**src/rtl/branch_predictor_if.sv**
```systemverilog
// Lookup and feedback bundle between fetch/decode (master) and the branch predictor (slave).
//  Lookup:   i_pc -> o_pc_override, o_target (same cycle)
//  Feedback: i_fb_* resolved outcome -> o_mispredict, o_redirect_pc (same cycle)
//  Perf:     o_branch_count, o_mispredict_count (registered)
`ifndef PC_SIZE
`define PC_SIZE 16
`endif

interface branch_predictor_if #(
  parameter int unsigned PC_SIZE = `PC_SIZE,
  parameter int unsigned CNT_W   = 16
);
  logic [PC_SIZE-1:0] i_pc;
  logic               o_pc_override;
  logic [PC_SIZE-1:0] o_target;
  logic               i_fb_valid;
  logic               i_fb_branch;
  logic [PC_SIZE-1:0] i_fb_pc;
  logic               i_fb_predict_taken;
  logic [PC_SIZE-1:0] i_fb_predict_target;
  logic               i_fb_taken;
  logic [PC_SIZE-1:0] i_fb_target;
  logic               o_mispredict;
  logic [PC_SIZE-1:0] o_redirect_pc;
  logic [CNT_W-1:0]   o_branch_count;
  logic [CNT_W-1:0]   o_mispredict_count;

  modport master (
    output i_pc, i_fb_valid, i_fb_branch, i_fb_pc, i_fb_predict_taken,
           i_fb_predict_target, i_fb_taken, i_fb_target,
    input  o_pc_override, o_target, o_mispredict, o_redirect_pc,
           o_branch_count, o_mispredict_count
  );

  modport slave (
    input  i_pc, i_fb_valid, i_fb_branch, i_fb_pc, i_fb_predict_taken,
           i_fb_predict_target, i_fb_taken, i_fb_target,
    output o_pc_override, o_target, o_mispredict, o_redirect_pc,
           o_branch_count, o_mispredict_count
  );
endinterface

```
**src/rtl/branch_predictor.sv**
```systemverilog
// Direct-mapped BTB with 2-bit saturating direction counters.
//  clk    rising-edge clock
//  n_rst  asynchronous active-low reset (clears table and perf counters)
//  bp     branch_predictor_if.slave: 0-cycle lookup, feedback/training, mispredict
//         redirect, saturating branch/mispredict performance counters
`ifndef PC_SIZE
`define PC_SIZE 16
`endif

module branch_predictor #(
  parameter int unsigned PC_SIZE = `PC_SIZE,
  parameter int unsigned ENTRIES = 16,
  parameter int unsigned CNT_W   = 16
) (
  input  logic              clk,
  input  logic              n_rst,
  branch_predictor_if.slave bp
);

  localparam int unsigned IDX_W = $clog2(ENTRIES);
  localparam int unsigned TAG_W = PC_SIZE - IDX_W;

  typedef struct packed {
    logic               valid;
    logic [TAG_W-1:0]   tag;
    logic [PC_SIZE-1:0] target;
    logic [1:0]         ctr;
  } entry_t;

  entry_t tbl [ENTRIES];

  logic [IDX_W-1:0] lk_idx;
  logic [IDX_W-1:0] fb_idx;
  entry_t           lk_e;
  entry_t           fb_e;
  logic             lk_hit;
  logic             fb_hit;
  logic             fb;
  logic             false_hit_pred;
  logic             wrong_pred;

  // Lookup and feedback read the pre-update table independently
  assign lk_idx = bp.i_pc[IDX_W-1:0];
  assign fb_idx = bp.i_fb_pc[IDX_W-1:0];
  assign lk_e   = tbl[lk_idx];
  assign fb_e   = tbl[fb_idx];
  assign lk_hit = n_rst & lk_e.valid & (lk_e.tag == bp.i_pc[PC_SIZE-1:IDX_W]);
  assign fb_hit = fb_e.valid & (fb_e.tag == bp.i_fb_pc[PC_SIZE-1:IDX_W]);

  assign bp.o_pc_override = lk_hit & lk_e.ctr[1];
  assign bp.o_target      = lk_hit ? lk_e.target : '0;

  // Mispredict: wrong direction, wrong taken target, or a non-branch fetched as taken
  assign fb             = bp.i_fb_valid & bp.i_fb_branch;
  assign wrong_pred     = (bp.i_fb_predict_taken != bp.i_fb_taken)
                        | (bp.i_fb_taken & (bp.i_fb_predict_target != bp.i_fb_target));
  assign false_hit_pred = bp.i_fb_valid & ~bp.i_fb_branch & bp.i_fb_predict_taken;
  assign bp.o_mispredict  = n_rst & ((fb & wrong_pred) | false_hit_pred);
  assign bp.o_redirect_pc = (fb & bp.i_fb_taken) ? bp.i_fb_target
                                                 : bp.i_fb_pc + PC_SIZE'(1);

  // Table training
  always_ff @(posedge clk or negedge n_rst) begin
    if (!n_rst) begin
      for (int i = 0; i < int'(ENTRIES); i++) begin
        tbl[i] <= '{valid: 1'b0, tag: '0, target: '0, ctr: 2'b01};
      end
    end else if (fb) begin
      if (fb_hit) begin
        if (bp.i_fb_taken) begin
          if (fb_e.ctr != 2'b11) tbl[fb_idx].ctr <= fb_e.ctr + 2'd1;
          tbl[fb_idx].target <= bp.i_fb_target;
        end else if (fb_e.ctr != 2'b00) begin
          tbl[fb_idx].ctr <= fb_e.ctr - 2'd1;
        end
      end else if (bp.i_fb_taken) begin
        tbl[fb_idx] <= '{valid:  1'b1,
                         tag:    bp.i_fb_pc[PC_SIZE-1:IDX_W],
                         target: bp.i_fb_target,
                         ctr:    2'b10};
      end
    end else if (bp.i_fb_valid & fb_hit) begin
      // Non-branch hit the BTB through aliasing: drop the entry
      tbl[fb_idx].valid <= 1'b0;
    end
  end

  // Saturating performance counters
  always_ff @(posedge clk or negedge n_rst) begin
    if (!n_rst) begin
      bp.o_branch_count     <= '0;
      bp.o_mispredict_count <= '0;
    end else begin
      if (fb && (bp.o_branch_count != '1))
        bp.o_branch_count <= bp.o_branch_count + CNT_W'(1);
      if (bp.o_mispredict && (bp.o_mispredict_count != '1))
        bp.o_mispredict_count <= bp.o_mispredict_count + CNT_W'(1);
    end
  end

endmodule

```
**src/flat_wrapper.sv**
```systemverilog
// flat-port wrapper written by rule: the top's interface ports become plain ports
module branch_predictor_flat 
#(
  parameter int unsigned PC_SIZE = `PC_SIZE,
  parameter int unsigned ENTRIES = 16,
  parameter int unsigned CNT_W   = 16
)
  (clk, n_rst, bp_i_pc, bp_i_fb_valid, bp_i_fb_branch, bp_i_fb_pc, bp_i_fb_predict_taken, bp_i_fb_predict_target, bp_i_fb_taken, bp_i_fb_target, bp_o_pc_override, bp_o_target, bp_o_mispredict, bp_o_redirect_pc, bp_o_branch_count, bp_o_mispredict_count);
  branch_predictor_if #(.PC_SIZE(PC_SIZE), .CNT_W(CNT_W)) bp_i ();
  input  logic clk;
  input  logic n_rst;
  input wire logic [$bits(bp_i.i_pc)-1:0] bp_i_pc;
  input wire logic [$bits(bp_i.i_fb_valid)-1:0] bp_i_fb_valid;
  input wire logic [$bits(bp_i.i_fb_branch)-1:0] bp_i_fb_branch;
  input wire logic [$bits(bp_i.i_fb_pc)-1:0] bp_i_fb_pc;
  input wire logic [$bits(bp_i.i_fb_predict_taken)-1:0] bp_i_fb_predict_taken;
  input wire logic [$bits(bp_i.i_fb_predict_target)-1:0] bp_i_fb_predict_target;
  input wire logic [$bits(bp_i.i_fb_taken)-1:0] bp_i_fb_taken;
  input wire logic [$bits(bp_i.i_fb_target)-1:0] bp_i_fb_target;
  output wire logic [$bits(bp_i.o_pc_override)-1:0] bp_o_pc_override;
  output wire logic [$bits(bp_i.o_target)-1:0] bp_o_target;
  output wire logic [$bits(bp_i.o_mispredict)-1:0] bp_o_mispredict;
  output wire logic [$bits(bp_i.o_redirect_pc)-1:0] bp_o_redirect_pc;
  output wire logic [$bits(bp_i.o_branch_count)-1:0] bp_o_branch_count;
  output wire logic [$bits(bp_i.o_mispredict_count)-1:0] bp_o_mispredict_count;
  assign bp_i.i_pc = bp_i_pc;
  assign bp_i.i_fb_valid = bp_i_fb_valid;
  assign bp_i.i_fb_branch = bp_i_fb_branch;
  assign bp_i.i_fb_pc = bp_i_fb_pc;
  assign bp_i.i_fb_predict_taken = bp_i_fb_predict_taken;
  assign bp_i.i_fb_predict_target = bp_i_fb_predict_target;
  assign bp_i.i_fb_taken = bp_i_fb_taken;
  assign bp_i.i_fb_target = bp_i_fb_target;
  assign bp_o_pc_override = bp_i.o_pc_override;
  assign bp_o_target = bp_i.o_target;
  assign bp_o_mispredict = bp_i.o_mispredict;
  assign bp_o_redirect_pc = bp_i.o_redirect_pc;
  assign bp_o_branch_count = bp_i.o_branch_count;
  assign bp_o_mispredict_count = bp_i.o_mispredict_count;
  branch_predictor #(.PC_SIZE(PC_SIZE), .ENTRIES(ENTRIES), .CNT_W(CNT_W)) u_core (.clk(clk), .n_rst(n_rst), .bp(bp_i));
endmodule
```
**config.mk**
```make
export PLATFORM = sky130hd
export DESIGN_NAME = branch_predictor_flat
export DESIGN_NICKNAME = d
export VERILOG_FILES = /design/src/rtl/branch_predictor_if.sv /design/src/rtl/branch_predictor.sv /design/src/flat_wrapper.sv
export SDC_FILE = /design/constraint.sdc
export NUM_CORES = 1
export LEC_CHECK = 0
export CORE_MARGIN = 2
export CORE_UTILIZATION = 60
export CTS_BUF_LIST = sky130_fd_sc_hd__clkbuf_16
export DETAILED_ROUTE_END_ITERATION = 6
export PLACE_DENSITY = 0.86
export SLEW_MARGIN = 0
export SYNTH_ARGS = -nofsm -noshare
export SYNTH_HDL_FRONTEND = slang
export SYNTH_SLANG_ARGS = --single-unit
```
**constraint.sdc**
```tcl
create_clock -name clk -period 11.39 [get_ports clk]
set_input_delay 1.7085 -clock clk [delete_from_list [all_inputs] [get_ports clk]]
set_output_delay 1.7085 -clock clk [all_outputs]
set_load 0.05 [all_outputs]
```
Word level (Yosys, flattened, before mapping)
Index checks and enable logic that the tools add are counted.

Add/subtract/negate cells: 5. Order comparisons: 3. Equality and inequality tests: 9. Mux-type cells: 31. Bitwise logic cells: 17. Reduce and logical (&&, ||, !) cells: 6.

Operator list (number): 496-bit 2-to-1 mux (10); 496-bit bitwise mux (5); 31-bit demux with 4-bit select (4); 31-bit binary-select mux with 4-bit select (2); 31-bit 2-to-1 mux (6); 16-bit by 1-bit adder with 16-bit output, second input constant (3); 16-bit 2-to-1 mux (2); 16-bit != test, second input constant (2); 12-bit == test (2); 18-bit 2-to-1 mux (1); 16-bit != test (1); 1-bit AND (12); 5-bit >= comparator, second input constant (2); 4-bit inverter with 5-bit output (2); 5-bit by 1-bit less-than comparator with 1-bit output, second input constant (1); 2-bit nonzero test (2); 1-bit logical AND (3); 3-bit by 2-bit != test with 1-bit output, second input constant (1); 3-bit != test, second input constant (1); 3-bit AND reduction (1); 2-bit by 1-bit adder with 2-bit output, second input constant (1); 2-bit 2-to-1 mux (1); 2-bit != test, second input constant (1); 1-bit OR (2); 3 further kinds (3).

Register bits: 528. Bits of input ports: 70. Output and inout port bits: 66. Word-level logic and storage cells: 137.

Logic depth before layout (Yosys ltp)
Gate-level depths: netlist of run 1.

Depth after elaboration: 14. Depth in mapped cells: 15. Mapped depth without buffers: 9.

Worst setup path before layout of run 1
OpenSTA, ideal clock, no wires.

Kind: input port to output port. From: input bp_i_pc[0]. To: output bp_o_target[10]. Arrival time: 4.736 ns. Required time: 9.682 ns. Path slack: 4.946 ns. Stages: 8. Path buffers: 2. Cell sequence: buf_1 mux4_2 mux4_2 xnor2_1 nand4_1 nor4_1 clkbuf_1 and2_1.

Longest elaborated chain between the ends: 7. Elaborated cells on any way between the ends: 8. Those cells by class: eq/ne: 1; mux: 4; bitwise: 3.

Ends and longest elaborated chain: start, declared (RTL line flat_wrapper.sv:12) `input wire logic [$bits(bp_i.i_pc)-1:0] bp_i_pc;`; 4-bit inverter with 5-bit output (not written as such) (*) (RTL line branch_predictor.sv:45) `assign lk_e = tbl[lk_idx];`; 31-bit binary-select mux with 4-bit select (*) (RTL line branch_predictor.sv:45); 31-bit 2-to-1 mux (not written as such) (*) (2 in series) (RTL line branch_predictor.sv:45); 12-bit == test or 1-bit AND (tied branches) (RTL line branch_predictor.sv:47) `assign lk_hit = n_rst & lk_e.valid & (lk_e.tag == bp.i_pc[PC_SIZE-1:IDX_W]);`; 1-bit AND (RTL line branch_predictor.sv:47); 16-bit 2-to-1 mux (*) (RTL line branch_predictor.sv:51) `assign bp.o_target = lk_hit ? lk_e.target : '0;`; end, declared (RTL line flat_wrapper.sv:21) `output wire logic [$bits(bp_i.o_target)-1:0] bp_o_target;`.

Every way passes the cells marked *; elsewhere a longest branch is shown, timed or not. The select of a mux whose other input is x is not followed.

Worst setup path in the final report of run 1
From: input bp_i_pc[1]. To: output bp_o_pc_override.

Longest elaborated chain between the ends: 7. Elaborated cells on any way between the ends: 8. Those cells by class: eq/ne: 1; mux: 3; bitwise: 4.

Ends and longest elaborated chain: 4-bit inverter with 5-bit output (not written as such) (*) (RTL line branch_predictor.sv:45); 31-bit binary-select mux with 4-bit select (*) (RTL line branch_predictor.sv:45); 31-bit 2-to-1 mux (not written as such) (*) (2 in series) (RTL line branch_predictor.sv:45); 12-bit == test or 1-bit AND (tied branches) (RTL line branch_predictor.sv:47); 1-bit AND (RTL line branch_predictor.sv:47); 1-bit AND (*) (RTL line branch_predictor.sv:50) `assign bp.o_pc_override = lk_hit & lk_e.ctr[1];`; end, declared (RTL line flat_wrapper.sv:20) `output wire logic [$bits(bp_i.o_pc_override)-1:0] bp_o_pc_override;`.

Marks and branches as above.

==> results of run 1 <==
==> power by group through the flow <==
stage               Combinational [W]  Sequential (W)  Clock [W]
floorplan                    0.000584         0.00234          0
global placement             0.000854         0.00231          0
detailed placement           0.000884         0.00233          0
CTS                          0.000888         0.00230    0.00172
global route                 0.000943         0.00234    0.00181
finish                       0.000884         0.00231    0.00170
==> per-layer routing <==
metal	global-route usage	wire, um	up-vias
met3	0.0726	6290	236
met4	0.142	3370	6
met5	0	33	-
li1	-	-	7074
met2	0.499	34500	899
met1	0.416	26900	9232
==> cell type report <==
type | instances | area share
diodes | 3 | 0.000247
clock buffers | 54 | 0.0445
clock inverters | 45 | 0.0116
inverters | 17 | 0.00210
multi-input cells | 1140 | 0.426
flip-flops and latches | 528 | 0.436
well taps | 592 | 0.0244
repair buffers | 179 | 0.0554
==> synth_stat cells (6+ instances only) <==
master,number
buf_1,24
nand2b_1,19
mux2i_1,53
nor3_1,8
and2_1,20
o2bb2ai_1,30
a21oi_1,8
buf_4,20
nand3_1,21
nand2_1,59
a22oi_1,14
mux4_2,192
ha_1,9
xor2_1,29
nor4_1,6
inv_1,16
nor2b_1,8
mux2_2,449
nor2_1,33
and2_4,9
buf_2,18
a221o_1,16
o21ai_0,34
xnor2_1,54
dfstp_2,16
and3_1,15
dfrtp_1,512
clkbuf_1,100
nand4_1,14
==> path summary, 6_finish.rpt <==
kind | startpoint | end | slack [ps] | cells after the start
max | bp_i_pc[1] | bp_o_pc_override | 3250 | 10
min | u_core.tbl[62] | u_core.tbl[62] | 480 | 2
max in group asynchronous | n_rst | u_core.tbl[168] | 7940 | 3
min in group asynchronous | n_rst | u_core.tbl[395] | 990 | 1
max reg2reg | u_core.tbl[52] | u_core.tbl[391] | 7090 | 9
min reg2reg | u_core.tbl[62] | u_core.tbl[62] | 480 | 2
==> stage by stage <==
stage                     instances  power [W]
after floorplan                1851    0.00292
after global placement         2456    0.00316
after detailed placement       2456    0.00322
after CTS                      2555    0.00491
after global routing           2555    0.00509
final                          2558    0.00490
==> registers in the layout (all words and copies together) (netlist names) <==
register	flops
u_core.bp.o_branch_count	16
u_core.tbl	496
u_core.bp.o_mispredict_count	16
==> critical path: stages <==
cell and delay [ps]:
buf_4 680, buf_4 880, mux4_2 410, mux4_2 540, xnor2_1 210, nand4_1 180
nor4_2 280, buf_4 340, and2_1 250, clkdlybuf4s50_1 830
==> cells by family (layout without fill, tap and decap cells) <==
logic type | Yosys count | in the layout | synth area share
multiplexers | 694 | 694 | 0.368
flip-flops | 528 | 528 | 0.491
AND/OR/NAND/NOR | 226 | 226 | 0.0440
buffers and inverters | 183 | 295 | 0.0298
AO/OA/AOI/OAI | 128 | 128 | 0.0358
XOR/XNOR | 83 | 83 | 0.0270
adder cells (fa/ha/maj) | 9 | 9 | 0.00418
other | 0 | 3 | 0
==> run metrics, run 1 <==
Worst Clk Skew=roughly 52 ps; fraction of post-synthesis cell area in the top cell type by area=0.476; clock tree from TritonCTS=yes; Max H-tree Level=2; pin count of the biggest net entering global routing=around 200; number of enable flip-flop cells after synthesis=0; slew at the pin closest to its max-slew limit=between 1000 and 1500 ps; Final period util=0.714; Post-CTS Hold Fix Bufs=0; WP data required=9680 ps; synthesized flop and latch total=~530; Detailed Route WL=slightly above 70 mm; area of the mapped netlist=~27000 um2; count of final setup violators=0; Clock Latency Late Sink=640 ps; setup repair after global routing missed its margin=false; Area growth, synth to finish=12.7%; switching power share of the total=0.278; total clock buffers created by CTS=54; min cycle time layout=between 8000 and 9000 ps; chip height=about 220 um; final antenna-violating net count=0; number of nets in the layout=approximately 2000; synthesized instance count=between 1500 and 2000; wire length of the first global-routing pass=about 110 mm; top-level port count=between 100 and 150; vias in the first global route=roughly 18000; max_slew headroom=0.0772; residual overflow from global routing=0; static power due to leakage=around 13 nW; part of the power in registers=0.472; overall die width=~220 um; commonest cells after routing, fill and taps aside=512 x dfrtp_1, 449 x mux2_2, 192 x mux4_2, 128 x clkdlybuf4s50_1, 59 x nand2_1; count of filler cells inserted in the layout=roughly 2900; maximum VDD drop=approximately 0.12 mV; routed via count divided by cell count=slightly below 7; final non-filler cell area=between 30000 and 40000 um2; Final Hold Vio Count=0; proportion of synthesized chip area in sequential cells=0.491; Die Area=46600 um2; first-pass iteration count of the detailed router=7; DP HPWL=around 44 mm; total vias in the final route=roughly 17000; peak clock frequency supported by timing=~0.12 GHz; largest fanout of any net on the critical path=62; synth warn=0; postcts setup bufs=0; number of max-capacitance violations reported=0; nets in the synthesized netlist=roughly 1900; leading cell type in the layout, fill and taps excluded=dfrtp_1; placeable core region=approximately 44000 um2; top cells by area, synth=dfrtp_1 48%, mux2_2 19%, mux4_2 16%; Hold WC Path Type=reg -> reg; cell at the root of the clock tree=clkbuf_16; top_reg_cell synth=dfrtp_1; share of cells above drive strength 1=0.411; violated checks=design-rule violations; worst setup slack before clock tree synthesis=3400 ps; number of pins exceeding their max-slew limit in the final report=0; Multi-input gate area=around 13000 um2; sort of element at the end of the critical path=primary output; average size of a mapped cell=14.6 um2; post-route setup slack=about 3300 ps; tightest hold margin=477 ps; all-layer global routing usage=0.314; initial cell density of the core=0.609; Logic pwr share=0.180; Clock Pin Slew Worst Setup and Hold Paths=about 60 ps; residual DRC count=10; outcome=finished, violations left; Synth area leader=dfrtp_1; share of async-settable or async-resettable flops after synthesis=1.00; Placement Cell Area=28700 um2; Setup TNS Final=0 ps; count of distinct cell types in the synthesized netlist=54; Seq. cell area=~13000 um2; violation count after the first detailed-routing iteration=around 1700; startpoint type of the worst setup path=primary input; number of sinks driven by the clock tree=roughly 530; post-cts repair resize count=0; arrival time of the worst setup path=roughly 6400 ps; Pwr Density=161 nW/um2; number of antenna violations at the first check in global routing=4; power spent charging and discharging nets=0.00136 W; clock network fraction of total power=0.348; number of rows in the core area=slightly below 80; buffer depth of the longest clock path=3; final standard cell utilization of the core=0.687; total internal power=approximately 0.0035 W; routed length per placed instance=~28 um; path type of the worst setup path=in -> out; global placer's final weighted congestion=roughly 0.88; count of input and output buffers=approximately 140
No activity file was read; power rests on OpenSTA's default activity.
==> run 2, diff against run 1 <==
Settings changed: CORE_UTILIZATION 60 to 55, PLACE_DENSITY 0.86 to 0.83.
Clock period 11.39 ns to 7.2 ns, I/O delays scaled along.
==> run 2 against run 1 <==
The run now ends clean. Flip-flop and latch count is the same. Worst hold slack gained 6.4 ps. Via count decreased by 0.47%. First-iteration DRC count fell by 0.64%. Sequential share of layout area decreased by 0.27 points. Largest power group unchanged. Register-to-register slack worse by 3500 ps. Highest routed layer unchanged. Total power is 62% higher. Setup slack got worse by 2300 ps. Sequential power is 58% higher. Non-clock buffer count is 1 higher. Clock skew decreased by 7.4 ps.
==> run metrics, run 2 (synthesis gave the netlist of run 1 again) <==
critical path cell sequence=clkbuf_8 > buf_4 > buf_4 > mux4_2 > mux4_2 > and2_1 > clkdlybuf4s50_1; setup repair after global routing missed its margin=false; violation count after the first detailed-routing iteration=1720 (-0.64%); max_slew headroom=0.236 (+0.158); slew at the pin closest to its max-slew limit=1150 ps (-228 ps); vias in the first global route=18238 (-0.21%); Hold WC Path Type=reg -> reg; static power due to leakage=13.4 nW (+0.31%); maximum VDD drop=0.270 mV (+130%); clock network fraction of total power=0.362 (+0.014); Logic pwr share=0.177 (-0.003); Area growth, synth to finish=13.5%; number of max-capacitance violations reported=0 (unchanged); worst-path cell with the longest stage delay=buf_4; Crit Reg-Reg Startpoint=u_core.tbl[266]; Min-Delay Path Depth=1 (-1); top-level port count=136 (unchanged); total power of the final layout=0.00793 W (+62%); Top delay family on crit path=buffers and inverters; placeable core region=48600 um2 (+10%); antenna diode instance count=0 (-3); hold worst-path end=u_core.tbl[465]; all-layer global routing usage=0.289 (-0.0249); share of cells above drive strength 1=0.414 (+0.00314); Clock Pin Slew Worst Setup and Hold Paths=60 ps (about the same); wire length of the first global-routing pass=110 mm (-0.34%); DP HPWL=44.1 mm (+0.51%); commonest cells after routing, fill and taps aside=512 x dfrtp_1, 449 x mux2_2, 192 x mux4_2, 128 x clkdlybuf4s50_1, 59 x nand2_1; sort of element at the end of the critical path=primary output; routed via count divided by cell count=6.71 (-1.6%); count of final setup violators=0 (unchanged); path type of the worst setup path=in -> out; total clock buffers created by CTS=56 (+3.7%); Worst Hold Launch=u_core.tbl[465]; minimum setup slack among reg-to-reg paths=3550 ps (-3540 ps); Worst Clk Skew=44.2 ps (-7.42 ps); switching power share of the total=0.278 (+0.000376); arrival time of the worst setup path=5120 ps (-1310 ps); Detailed Route WL=71.9 mm (+1.2%); number of nets in the layout=2002 (+0.15%); clock tree from TritonCTS=yes; Pwr Density=259 nW/um2 (+61%); Final period util=0.861; power spent charging and discharging nets=0.00220 W (+62%); min cycle time layout=6200 ps; postcts setup bufs=0 (unchanged); count of input and output buffers=135 (unchanged); buffer depth of the longest clock path=3 (unchanged); number of pins exceeding their max-slew limit in the final report=0 (unchanged); residual DRC count=0 (-10); max FFs per register=496 (unchanged); global placer's final weighted congestion=0.901 (+2.5%); Max H-tree Level=2 (unchanged); leading cell type in the layout, fill and taps excluded=dfrtp_1; Multi-input gate area=13000 um2 (+0.23%); residual overflow from global routing=0 (unchanged); part of the power in registers=0.461 (-0.011); Reg2Reg Capture Point=u_core.tbl[435]; post-cts repair resize count=0 (unchanged); Die Area=50800 um2 (+8.9%); tightest hold margin=484 ps (+6.36 ps); initial cell density of the core=0.554 (-0.0554); Setup TNS Final=0 ps (unchanged); pin count of the biggest net entering global routing=170 (-13%); Clock Latency Late Sink=650 ps (about the same); total vias in the final route=17365 (-0.47%); Post-CTS Hold Fix Bufs=0 (unchanged); number of sinks driven by the clock tree=528 (unchanged); first-pass iteration count of the detailed router=7 (unchanged); path depth of the worst reg2reg path=9 (unchanged); count of filler cells inserted in the layout=3502 (+22%); Critical Path Max Stage Delay=750 ps (-130 ps); startpoint type of the worst setup path=primary input; number of rows in the core area=81 (+5.2%); cell at the root of the clock tree=clkbuf_16; peak clock frequency supported by timing=0.161 GHz; routed length per placed instance=27.8 um (about the same); Final Hold Vio Count=0 (unchanged); final antenna-violating net count=0 (unchanged); WP buf/inv=4 (unchanged); outcome=finished, final reports clean; chip height=225 um (+4.4%); Seq. cell area=13200 um2 (unchanged); WP data required=6120 ps (-3560 ps); largest fanout of any net on the critical path=49 (-21%); final standard cell utilization of the core=0.628 (-0.0586); number of antenna violations at the first check in global routing=1 (-3); total internal power=0.00572 W (+62%); most flop-heavy register=u_core.tbl; Top Registers=u_core.tbl x496, u_core.bp.o_branch_count x16, u_core.bp.o_mispredict_count x16; cell count after placement=2487 (+1.3%); overall die width=225 um (+4.4%); final non-filler cell total=2587 (+1.1%)
## run 2: cell count changes in the layout (fill, tap and decap cells not counted), sizes merged
cell      delta
buf          +1
bufinv       +2
clkbuf       +2
clkinv       +6
clkinvlp     -2
diode        -3
inv          -7
## run 2: per-stage QoR
| stage | area (um2) | setup WS (ps) |
|---|---|---|
| after CTS | 30600 | 921 |
| after global placement | 28700 | 980 |
| after floorplan | 26900 | 2010 |
| after detailed placement | 28700 | 916 |
| final | 30600 | 998 |
| after global routing | 30600 | 718 |
## run 2: area by class of cell
class / count / area share
clock buffers: 56 / 0.0459
clock inverters: 44 / 0.0135
multi-input cells: 1140 / 0.424
well taps: 622 / 0.0255
repair buffers: 180 / 0.0557
inverters: 17 / 0.00209
flip-flops and latches: 528 / 0.433
## run 2: metal layers
layer | global-route usage | routed length (um) | share of wire | up-vias
met2 | 0.462 | 34500 | 0.48 | 921
met3 | 0.0576 | 6310 | 0.088 | 217
met4 | 0.119 | 2870 | 0.040 | 2
met1 | 0.391 | 28200 | 0.39 | 9167
li1 | - | - | - | 7058
met5 | 0 | 13 | 0.00018 | -
## run 2: worst register-to-register path: cells and delay by family, from the launching register on
family	cells	cell delay, ps
and+or+nand+nor	3	1290
DFF	1	400
muxes	2	680
xor gates and xnor gates	1	170
AOI/OAI and AO/OA	3	930
## run 2: how the worst max path moves through the flow
stage / start / to / slack [ps] / cells past startpoint
after CTS: bp_i_pc[0] / bp_o_target[2] / 920 / 7
after global routing: bp_i_pc[0] / bp_o_target[2] / 720 / 7
after floorplan: bp_i_pc[0] / bp_o_target[10] / 2010 / 8
after detailed placement: bp_i_pc[0] / bp_o_target[2] / 920 / 7
final: bp_i_pc[0] / bp_o_target[2] / 1000 / 7
after global placement: bp_i_pc[0] / bp_o_target[2] / 980 / 7
## run 2: power groups by stage
stage	clock network (W)	registers [W]	logic (W)
6_report	0.00287	0.00366	0.00140
5_1_grt	0.00302	0.00370	0.00150
4_1_cts	0.00290	0.00364	0.00141
3_5_place_dp	0	0.00369	0.00140
3_3_place_gp	0	0.00366	0.00135
2_1_floorplan	0	0.00370	0.000923
